**src/rtl/reg_dump_streamer_if.sv**
```systemverilog
// ---------------------------------------------------------------------------
// reg_dump_streamer_if
// Byte-wide valid/ready stream carrying the register dump.
//   tx_data  : current stream byte (source -> sink)
//   tx_valid : tx_data is valid (source -> sink)
//   tx_ready : sink accepts the byte this edge (sink -> source)
// A byte transfers on a rising edge where tx_valid && tx_ready.
// master = byte source (the streamer), slave = byte sink.
// ---------------------------------------------------------------------------
interface reg_dump_streamer_if;
  logic [7:0] tx_data;
  logic       tx_valid;
  logic       tx_ready;

  modport master (
    output tx_data,
    output tx_valid,
    input  tx_ready
  );

  modport slave (
    input  tx_data,
    input  tx_valid,
    output tx_ready
  );
endinterface

```
**src/rtl/reg_dump_streamer.sv**
```systemverilog
// ---------------------------------------------------------------------------
// reg_dump_streamer
// Walks the register file through its view port and streams every register
// in [first_addr .. last_addr] (wrapping past the top index) as a frame of
// one index byte followed by DATA_WIDTH/8 data bytes, LSB byte first.
// Read-only towards the register file.
//
// Ports:
//   CLK        : clock, rising edge
//   RST_N      : asynchronous active-low reset
//   start      : request a dump, only honoured while idle
//   first_addr : first register index, latched with start
//   last_addr  : last register index, latched with start
//   view_addr  : register index presented to the register file
//   view_data  : combinational read data for view_addr
//   tx         : byte stream source (tx_data / tx_valid / tx_ready)
//   busy       : dump in progress
//   done       : one-cycle pulse after the final byte transfers
// ---------------------------------------------------------------------------
module reg_dump_streamer #(
  parameter int ADDRESS_WIDTH = 5,
  parameter int DATA_WIDTH    = 32
) (
  input  logic                     CLK,
  input  logic                     RST_N,
  input  logic                     start,
  input  logic [ADDRESS_WIDTH-1:0] first_addr,
  input  logic [ADDRESS_WIDTH-1:0] last_addr,
  output logic [ADDRESS_WIDTH-1:0] view_addr,
  input  logic [DATA_WIDTH-1:0]    view_data,
  reg_dump_streamer_if.master      tx,
  output logic                     busy,
  output logic                     done
);

  localparam int NBYTES = DATA_WIDTH / 8;
  // Keep the byte counter at least one bit wide even for 8-bit registers.
  localparam int CNT_W = (NBYTES > 1) ? $clog2(NBYTES) : 1;
  localparam logic [CNT_W-1:0] LAST_BYTE = CNT_W'(NBYTES - 1);

  typedef enum logic [1:0] {
    IDLE,
    CAPTURE,
    SEND_IDX,
    SEND_DATA
  } state_t;

  state_t                   state;
  logic [DATA_WIDTH-1:0]    shift_q;
  logic [ADDRESS_WIDTH-1:0] cur;
  logic [ADDRESS_WIDTH-1:0] last_q;
  logic [CNT_W-1:0]         cnt;

  // Snapshot after the current byte leaves; its low byte is the next one out.
  logic [DATA_WIDTH-1:0]    shift_next;
  assign shift_next = shift_q >> 8;

  always_ff @(posedge CLK or negedge RST_N) begin
    if (!RST_N) begin
      state       <= IDLE;
      shift_q     <= '0;
      cur         <= '0;
      last_q      <= '0;
      cnt         <= '0;
      view_addr   <= '0;
      tx.tx_data  <= '0;
      tx.tx_valid <= 1'b0;
      busy        <= 1'b0;
      done        <= 1'b0;
    end else begin
      done <= 1'b0;
      case (state)
        IDLE: begin
          if (start) begin
            last_q    <= last_addr;
            cur       <= first_addr;
            view_addr <= first_addr;
            busy      <= 1'b1;
            state     <= CAPTURE;
          end
        end

        CAPTURE: begin
          // view_addr has been stable a full cycle; freeze this register now.
          shift_q     <= view_data;
          tx.tx_data  <= 8'(cur);
          tx.tx_valid <= 1'b1;
          state       <= SEND_IDX;
        end

        SEND_IDX: begin
          if (tx.tx_ready) begin
            tx.tx_data <= shift_q[7:0];
            cnt        <= '0;
            state      <= SEND_DATA;
          end
        end

        SEND_DATA: begin
          if (tx.tx_ready) begin
            shift_q <= shift_next;
            cnt     <= cnt + CNT_W'(1);
            if (cnt == LAST_BYTE) begin
              tx.tx_valid <= 1'b0;
              if (cur == last_q) begin
                busy  <= 1'b0;
                done  <= 1'b1;
                state <= IDLE;
              end else begin
                // Natural modulo wrap of the index gives the wrap-around walk.
                cur       <= cur + ADDRESS_WIDTH'(1);
                view_addr <= cur + ADDRESS_WIDTH'(1);
                state     <= CAPTURE;
              end
            end else begin
              tx.tx_data <= shift_next[7:0];
            end
          end
        end

        default: state <= IDLE;
      endcase
    end
  end

endmodule

```
**src/flat_wrapper.sv**
```systemverilog
// flat-port wrapper written by rule: the top's interface ports become plain ports
module reg_dump_streamer_flat 
#(
  parameter int ADDRESS_WIDTH = 5,
  parameter int DATA_WIDTH    = 32
)
  (CLK, RST_N, start, first_addr, last_addr, view_addr, view_data, busy, done, tx_tx_data, tx_tx_valid, tx_tx_ready);
  reg_dump_streamer_if tx_i ();
  input  logic CLK;
  input  logic RST_N;
  input  logic start;
  input  logic [ADDRESS_WIDTH-1:0] first_addr;
  input  logic [ADDRESS_WIDTH-1:0] last_addr;
  output logic [ADDRESS_WIDTH-1:0] view_addr;
  input  logic [DATA_WIDTH-1:0] view_data;
  output logic busy;
  output logic done;
  output wire logic [$bits(tx_i.tx_data)-1:0] tx_tx_data;
  output wire logic [$bits(tx_i.tx_valid)-1:0] tx_tx_valid;
  input wire logic [$bits(tx_i.tx_ready)-1:0] tx_tx_ready;
  assign tx_tx_data = tx_i.tx_data;
  assign tx_tx_valid = tx_i.tx_valid;
  assign tx_i.tx_ready = tx_tx_ready;
  reg_dump_streamer #(.ADDRESS_WIDTH(ADDRESS_WIDTH), .DATA_WIDTH(DATA_WIDTH)) u_core (.CLK(CLK), .RST_N(RST_N), .start(start), .first_addr(first_addr), .last_addr(last_addr), .view_addr(view_addr), .view_data(view_data), .tx(tx_i), .busy(busy), .done(done));
endmodule
```
**config.mk**
```make
export PLATFORM = sky130hd
export DESIGN_NAME = reg_dump_streamer_flat
export DESIGN_NICKNAME = d
export VERILOG_FILES = /design/src/rtl/reg_dump_streamer_if.sv /design/src/rtl/reg_dump_streamer.sv /design/src/flat_wrapper.sv
export SDC_FILE = /design/constraint.sdc
export NUM_CORES = 1
export LEC_CHECK = 0
export ABC_AREA = 1
export CAP_MARGIN = 20
export CORE_MARGIN = 2
export CORE_UTILIZATION = 55
export DETAILED_ROUTE_END_ITERATION = 10
export PLACE_DENSITY_LB_ADDON = 0.05
export REMOVE_ABC_BUFFERS = 1
export SLEW_MARGIN = 10
export SYNTH_ARGS = -nofsm -noshare
export SYNTH_HDL_FRONTEND = slang
export SYNTH_SLANG_ARGS = --single-unit
```
**constraint.sdc**
```tcl
create_clock -name CLK -period 3.73 [get_ports CLK]
set_input_delay 1.119 -clock CLK [delete_from_list [all_inputs] [get_ports CLK]]
set_output_delay 1.119 -clock CLK [all_outputs]
set_load 0.02 [all_outputs]
```
==> results, run 1 <==
- The H-tree level count is 3.
- For this design, the sink count on the clock tree is 57.
- The fill cell total of the finished layout is 437.
- The max-cap violation count is 0.
- The slowest stage of the critical path is the sky130_fd_sc_hd__nand2_2 cell.
- The async set-or-reset flop fraction in the synthesized netlist is 100.0%.
- In this run, CTS created clock tree buffers numbering 9.
- The via count of the first global-routing pass is 2425.
- The primary flip-flop cell chosen by synthesis mapping is sky130_fd_sc_hd__dfrtp_1.
- The detailed router's first-iteration violation count is 131.
- The number of buffers and inverters on the critical path is 1.
- The effective utilization at floorplan is 56.43%.
- The critical path in this run is classified as input port to register.
- The most common cell in the netlist is sky130_fd_sc_hd__nand2_1.
- Measured against its own limit, the worst slew margin works out to a little under half.
- The post-route clock period utilization is between 70% and 80%.
- Detailed routing inserted a total of 2497 vias.
- Counting instances in the post-synthesis netlist gives the leading cell types as sky130_fd_sc_hd__nand2_1 (127), sky130_fd_sc_hd__dfrtp_1 (57), sky130_fd_sc_hd__nand3_1 (30), sky130_fd_sc_hd__nor2_1 (30), sky130_fd_sc_hd__a31oi_1 (21).
- The number of warning messages in the yosys log is 0.
- The mean routed wirelength per cell is 12.89 µm.
- The startpoint of the most critical hold path is u_core.cnt[1].
- The source of the worst register-to-register timing path is u_core.state[0].
- The transition at the pin with the smallest max-transition slack is 0.8042 ns.
- In the final design database the tool counted between 400 and 500 nets.
- The number of antenna violations at the first check in global routing is 0.
- The type of element launching the critical path is an input port.
- Setup slack on the worst reg-to-reg path comes out at around 1.6 ns.
- The family with the most delay on the worst path is simple AND/OR/NAND/NOR gates.
- Of all nets on the critical path, the largest fanout is 48.
- The power per cell area is just under 900 nW/µm².
- The detail route stage leaves a number of antenna-violating nets equal to 0.
- The post-route cell area is around 3700 µm².
- The remaining design rule violation count is 0.
- The CTS clock-pin slew for the worst setup and hold paths is 0.06 ns.
- The weighted congestion at the end of routability-driven global placement is 0.8305.
- From bottom edge to top edge, the die measures 76.16 µm.
- The number of buffers inserted by post-CTS setup repair is 0.
- Of all cell types, the one taking the most synthesized area is sky130_fd_sc_hd__dfrtp_1.
- The detail-routed via count per cell is 5.117.
- The flow ran to the end, and the final reports show no timing, DRC or antenna violations.
- Walking the worst path, the cells encountered are clkdlybuf4s50_1 -> nand2_1 -> nand2_2 -> nor2_1 -> a31oi_1.
- The share of synthesized area in the top cell type comes to 49.80%.
- Setup repair after global routing left no endpoint under its margin.
- The first TritonRoute pass finished after 4 iterations.
- The number of port buffers is 61.
- The cell leakage power is 1.709 nW.
- The buffer levels on the longest clock path is 2.
- Clock skew on the completed layout was measured at 0.006859 ns.
- Dividing the synthesized area by the synthesized cell count gives 8.068 µm².
- The portion of the post-synthesis area used by sequential elements is 49.80%.
- The largest net degree at the start of global routing is 49.
- In the post-synthesis netlist, the biggest area contributors are sky130_fd_sc_hd__dfrtp_1 (50%), sky130_fd_sc_hd__nand2_1 (17%), sky130_fd_sc_hd__nand3_1 (5.2%).
- The count of pins over their slew limit is 0.
- In this run, synthesis produced a sequential element count of 57.
- The core region is between 5000 and 6000 µm².
- Measured along the x axis, the die boundary spans about 76 µm.
- The area added between synthesis and finish is 27.74%.
- After clock tree synthesis, the repair step resized 0 gates.
- The number of antenna diodes in the final layout is 0.
- The share of cells above drive strength 1 is 7.895%.
- The area of placed instances is 3483 µm².
- Summing every instance area after synthesis gives between 2000 and 3000 µm².
- The aggregate routed wire length is 6289 µm.
- Counting flops with a built-in enable in the synthesized netlist gives 0.
- The hold buffer count at CTS is 0.
- The kind of capture point of the worst setup path is a register.
- Summed over all layers, the global routing overflow is 0.
- For the final routed database, the setup TNS stands at 0 ns.
- The maximum clock rate is between 300 and 400 MHz.
- The critical path starts at tx_tx_ready.
- The final number of setup-violating endpoints is 0.
- The clock tree from TritonCTS is built.
- The tree is rooted in a sky130_fd_sc_hd__clkbuf_8.
- In this design, the stage delay of the slowest critical-path cell is about 0.56 ns.
- IR analysis of the VDD net gives a maximum drop of ~0.53 mV.
- The synthesized netlist cell count is around 360.
- For this design the top-level I/O count stands at 62.
- The later pin in the worst-skew pair is clocked with a latency of between 0.3 and 0.4 ns.
- The arrival time of the worst setup path is 2.84 ns.
- The overall die area is 5800 µm².
- The number of unique standard cell types used by synthesis is 28.
- The floorplan has 26 rows.
- The first global-routing pass estimated 10720 µm of wire.
- The critical path data required time is 3.90 ns.
- In the global route stage, overall resource usage came out at approximately a quarter.
- The HPWL after detailed placement is 4361 µm.
- The count of final hold-check violations is 0.
- The routed design could run at a clock period as short as approximately 2.7 ns.
- The class of the most critical hold timing path is register to register.
logic make-up (layout without fill, tap and decap cells):
| logic type | count (synthesis) | count (layout) | share of synthesized area (%) |
|---|---|---|---|
| simple gates | 198 | 198 | 28.57 |
| flops | 57 | 57 | 49.80 |
| compound gates | 47 | 47 | 10.70 |
| buf+inv | 42 | 105 | 6.640 |
| fa+ha+maj | 7 | 7 | 3.058 |
| xor+xnor | 4 | 4 | 1.223 |
state kept, by name (all words and copies together) (netlist names):
register and cells:
u_core.busy 1, u_core.cnt 2, u_core.cur 5, u_core.done 1, u_core.last_q 5, u_core.shift_q 32, u_core.state 2, u_core.tx.tx_data 8
u_core.tx.tx_valid 1
worst min-delay path, cell delays in order, from the launching register on:
cell                      delay, ns
sky130_fd_sc_hd__dfrtp_1       0.34
sky130_fd_sc_hd__nand2_1       0.06
sky130_fd_sc_hd__nand2_1       0.05
area by class of cell:
class	count	area, µm²	share of cell area [%]
multi-input cells	256	1247	34.10
repair buffers	64	628.1	17.17
clock inverters	2	12.51	0.3420
inverters	25	93.84	2.565
flip-flops and latches	57	1426	38.99
clock buffers	14	162.7	4.446
well taps	70	87.58	2.394
through the flow:
step / power, W / util, % / hold WS [ns] / setup WS (ns) / cells
finish: 0.003191 / 72.09 / 0.4797 / 1.062 / 488
global route: 0.003468 / 72.09 / 0.5121 / 0.8781 / 488
CTS: 0.003213 / 72.09 / 0.4882 / 1.072 / 488
global placement: 0.002624 / 68.64 / 0.4633 / 0.8416 / 472
detailed placement: 0.002689 / 68.64 / 0.4752 / 0.7437 / 472
floorplan: 0.002177 / - / 0.4459 / 1.256 / 338
metal layers:
metal	global-route usage, %	vias up	wire (µm)
li1	-	1270	-
met4	11.45	0	132
met1	31.46	1142	2957
met2	36.34	74	2904
met5	0	-	0
met3	4.858	11	294
path summary, 6_finish.rpt:
kind | to | cells after the start
hold / removal | u_core.cnt[1] | 2
setup / recovery | u_core.shift_q[13] | 5
min in group asynchronous | u_core.last_q[1] | 1
setup reg to reg | u_core.shift_q[13] | 6
hold reg to reg | u_core.cnt[1] | 2
max in group asynchronous | u_core.shift_q[27] | 2
cell usage in the layout, fill, tap and decap left out, types with 2 or more instances in the layout:
master | synthesis | layout
sky130_fd_sc_hd__nand3_1 | 30 | 30
sky130_fd_sc_hd__ha_1 | 7 | 7
sky130_fd_sc_hd__a41oi_2 | 3 | 3
sky130_fd_sc_hd__dfrtp_1 | 57 | 57
sky130_fd_sc_hd__nor2_1 | 30 | 30
sky130_fd_sc_hd__inv_1 | 20 | 20
sky130_fd_sc_hd__o21ai_0 | 17 | 17
sky130_fd_sc_hd__inv_2 | 4 | 4
sky130_fd_sc_hd__o22ai_1 | 3 | 3
sky130_fd_sc_hd__a31oi_1 | 21 | 21
sky130_fd_sc_hd__nand2_1 | 127 | 127
sky130_fd_sc_hd__xor2_1 | 2 | 2
sky130_fd_sc_hd__nand2_2 | 5 | 5
sky130_fd_sc_hd__clkbuf_1 | 4 | 3
sky130_fd_sc_hd__xnor2_1 | 2 | 2
sky130_fd_sc_hd__clkbuf_8 | 0 | 11
sky130_fd_sc_hd__buf_4 | 2 | 3
sky130_fd_sc_hd__a41oi_1 | 2 | 2
sky130_fd_sc_hd__clkdlybuf4s50_1 | 0 | 60
power breakdown:
group	internal [W]	switching [W]	total, W
logic	0.000597	0.000976	0.00157
registers	0.000918	0.000188	0.00111
clock network	0.000277	0.000236	0.000512
total	0.00179	0.00140	0.00319
(Power assumes the default switching activity.)
==> inputs of run 2 (changes only) <==
CORE_UTILIZATION = 46   (was 55)
clock period = 2.4 ns   (was 3.73 ns; I/O delays follow)
==> results, run 2 (synthesis results as in run 1) <==
- The flow ran to the end, and the final reports show no timing, DRC or antenna violations.
- The effective utilization at floorplan is 48.09% (-8.3 points).
- The via count is 2489 (-0.32%).
- The transition at the pin with the smallest max-transition slack came to 0.4005 ns (-0.4037 ns).
- The library cell used most frequently in the layout, excluding fill and tap cells, is sky130_fd_sc_hd__nand2_1.
- The buffer levels on the longest clock path is 2 (unchanged).
- The worst setup path is launched from a register.
- The hold buffer count at CTS is 0 (unchanged).
- The sum of buffers and inverters on the critical path is 1 (unchanged).
- The count of final hold-check violations is 0 (unchanged).
- The largest net degree at the start of global routing was 49 (unchanged).
- The clock tree skew after final layout came to 0.005183 ns (-0.001677 ns).
- In the layout the commonest cells are sky130_fd_sc_hd__nand2_1 (127), sky130_fd_sc_hd__clkdlybuf4s50_1 (60), sky130_fd_sc_hd__dfrtp_1 (57).
- The mean routed wirelength per cell came to 13.24 µm (+2.8%).
- The count of pins over their slew limit came to 0 (unchanged).
- The number of cells traversed by the worst register-to-register path is 9 (+3).
- The source of the worst register-to-register timing path is u_core.state[0].
- The global-route track usage on met3 is 6.461% (+1.6 points).
- The normalized max-slew margin is 73.30% (+27 points).
- The fraction of the core area covered by cells at the end of the flow is 62.54% (-9.5 points).
- The category of the critical setup timing path is register to primary output.
- The aggregate routed wire length was 6543 µm (+4.0%).
- The power per cell area is 1372 nW/µm² (+57%).
- In this run the critical register-to-register path is captured at u_core.tx.tx_data[3].
- The total global-route track usage is 20.36% (-3.0 points).
- The number of antenna violations at the first check in global routing was 0 (unchanged).
- TritonCTS built the clock tree.
- The number of buffers inserted by post-CTS setup repair is 0 (unchanged).
- The overflow left after global routing is 0 (unchanged).
- The flip-flop count of the largest register after layout is 32 (unchanged).
- The critical path data required time is 1.68 ns (-2.22 ns).
- The detail-routed via count per cell is 5.038 (-1.5%).
- The count of antenna-violating nets left after detailed routing came to 0 (unchanged).
- The largest incremental delay on the critical path is 0.66 ns (+0.10 ns).
- The via count of the first global-routing pass is 2444 (+0.78%).
- The floorplan row count is 28 (+7.7%).
- The arrival time of the worst setup path came to 1.47 ns (-1.37 ns).
- Walking the worst path, the cells encountered are clkdlybuf4s50_1.
- The maximum VDD drop is 0.6858 mV (+29%).
- The detailed-router iteration count before antenna repair is 4 (unchanged).
- The sink count of the clock tree was 57 (unchanged).
- The met1 routing resource usage after global routing is 26.69% (-4.8 points).
- The highest net fanout along the worst path is 8 (-83%).
- The tree is rooted in a sky130_fd_sc_hd__clkbuf_8.
- The vertical die dimension was 82.91 µm (+8.9%).
- In this run the worst hold path is classified as input port to asynchronous set/reset pin.
- The CTS clock-pin slew for the worst setup and hold paths was 0.06 ns (about the same).
- The fill cell total of the finished layout is 565 (+29%).
- The wire length of the first global-routing pass is 11360 µm (+6.0%).
- The core area is 5956 µm² (+17%).
- The number of top-level design ports is 62 (unchanged).
- The share of cells above drive strength 1 came to 8.592% (+0.70 points).
- The met2 track utilization from global routing is 32.55% (-3.8 points).
- The number of nets at the end of the flow came to 468 (+0.43%).
- u_core.shift_q holds more flip-flops than any other register.
- The final number of setup-violating endpoints is 0 (unchanged).
- The cell leakage power is 1.742 nW (+1.9%).
- The remaining design rule violation count is 0 (unchanged).
- The area added between synthesis and finish is 30.06%.
- The width of the die was 82.91 µm (+8.9%).
- The maximum clock rate is 455.6 MHz.
- The detailed router's first-iteration violation count is 148 (+13%).
- The total of cells resized after clock tree synthesis is 0 (unchanged).
- The largest registers in the layout are u_core.shift_q (32), u_core.tx.tx_data (8).
- The routing layer with the top usage in global route is met2.
- The flop-to-flop setup slack is 0.54 ns (-1.03 ns).
- The power after layout is 0.005112 W (+60%).
- The HPWL after detailed placement is 4592 µm (+5.3%).
- The weighted congestion at the end of routability-driven global placement was 0.7766 (-6.5%).
- The number of port buffers came to 61 (unchanged).
- The post-route clock period utilization is 91.46%.
- The number of antenna cells inserted is 0 (unchanged).
- Setup repair after global routing left no endpoint under its margin.
- The family with the most delay on the worst path is buffers and inverters.
- The H-tree level count came to 3 (unchanged).
- For this design, the slowest cell found on the critical path is sky130_fd_sc_hd__clkdlybuf4s50_1.
- The total clock buffers created by CTS was 9 (unchanged).
- The source-to-sink clock delay at the later pin of the worst-skew pair was 0.33 ns (about the same).
- The kind of capture point of the worst setup path is a primary output.
- The post-layout minimum cycle time is 2.195 ns.
- The overall die area is 6873 µm² (+18%).
- The max-cap violation count was 0 (unchanged).
-- run 2: cell count changes in the layout (fill, tap and decap cells not counted) --
cell	previous run	this run
sky130_fd_sc_hd__bufinv_16	0	1
sky130_fd_sc_hd__clkbuf_1	3	1
sky130_fd_sc_hd__buf_12	0	2
sky130_fd_sc_hd__clkinvlp_4	1	0
sky130_fd_sc_hd__clkinv_2	1	2
-- run 2: power by group --
part           leakage, nW  total, W  internal (W)  switching (W)
Combinational        0.967   0.00249      0.000977        0.00151
Sequential           0.673   0.00173       0.00143       0.000300
Clock                0.102  0.000898      0.000527       0.000371
Total                 1.74   0.00511       0.00293        0.00218
-- run 2: per-stage QoR --
stage | setup WS, ns | TNS, ns | instance area, µm² | hold slack (ns) | cells
CTS | 0.1851 | 0 | 3725 | 0.2815 | 494
floorplan | -0.07374 | -1.752 | 2768 | 0.4244 | 338
global route | 0.1537 | 0 | 3725 | 0.2925 | 494
detailed placement | 0.3674 | 0 | 3530 | 0.4744 | 479
finish | 0.2051 | 0 | 3725 | 0.2772 | 494
global placement | 0.3811 | 0 | 3530 | 0.4600 | 479
-- run 2: area by class of cell --
| cell class | count | area, µm² | share of cell area (%) |
|---|---|---|---|
| Timing Repair Buffer | 66 | 668.1 | 17.94 |
| Tap cell | 75 | 93.84 | 2.519 |
| Sequential cell | 57 | 1426 | 38.29 |
| Clock inverter | 3 | 40.04 | 1.075 |
| Inverter | 25 | 93.84 | 2.519 |
| Clock buffer | 12 | 155.1 | 4.165 |
| Multi-Input combinational cell | 256 | 1247 | 33.49 |
-- run 2: worst max-delay path by stage --
stage	cells past startpoint	start	slack (ns)	end
4_1_cts	1	u_core.cur[2]	0.19	view_addr[2]
6_report	1	u_core.cur[2]	0.21	view_addr[2]
5_1_grt	1	u_core.cur[0]	0.15	view_addr[0]
3_5_place_dp	8	tx_tx_ready	0.37	u_core.cur[4]
2_1_floorplan	6	u_core.state[0]	-0.07	u_core.shift_q[0]
3_3_place_gp	8	tx_tx_ready	0.38	u_core.cur[2]
-- run 2: metal layers --
metal / share of wire, % / wire length (µm) / up-vias
li1: - / - / 1272
met1: 48 / 3108 / 1152
met2: 47 / 3050 / 61
met3: 5.3 / 347 / 4
met4: 0.57 / 37 / 0
met5: 0 / 0 / -
==> inputs of run 3 (changes only) <==
GPL_ROUTABILITY_DRIVEN = 0   (was not set)
==> results of run 3 <==
The final DEF is identical to that of run 2; final timing and power are the same.
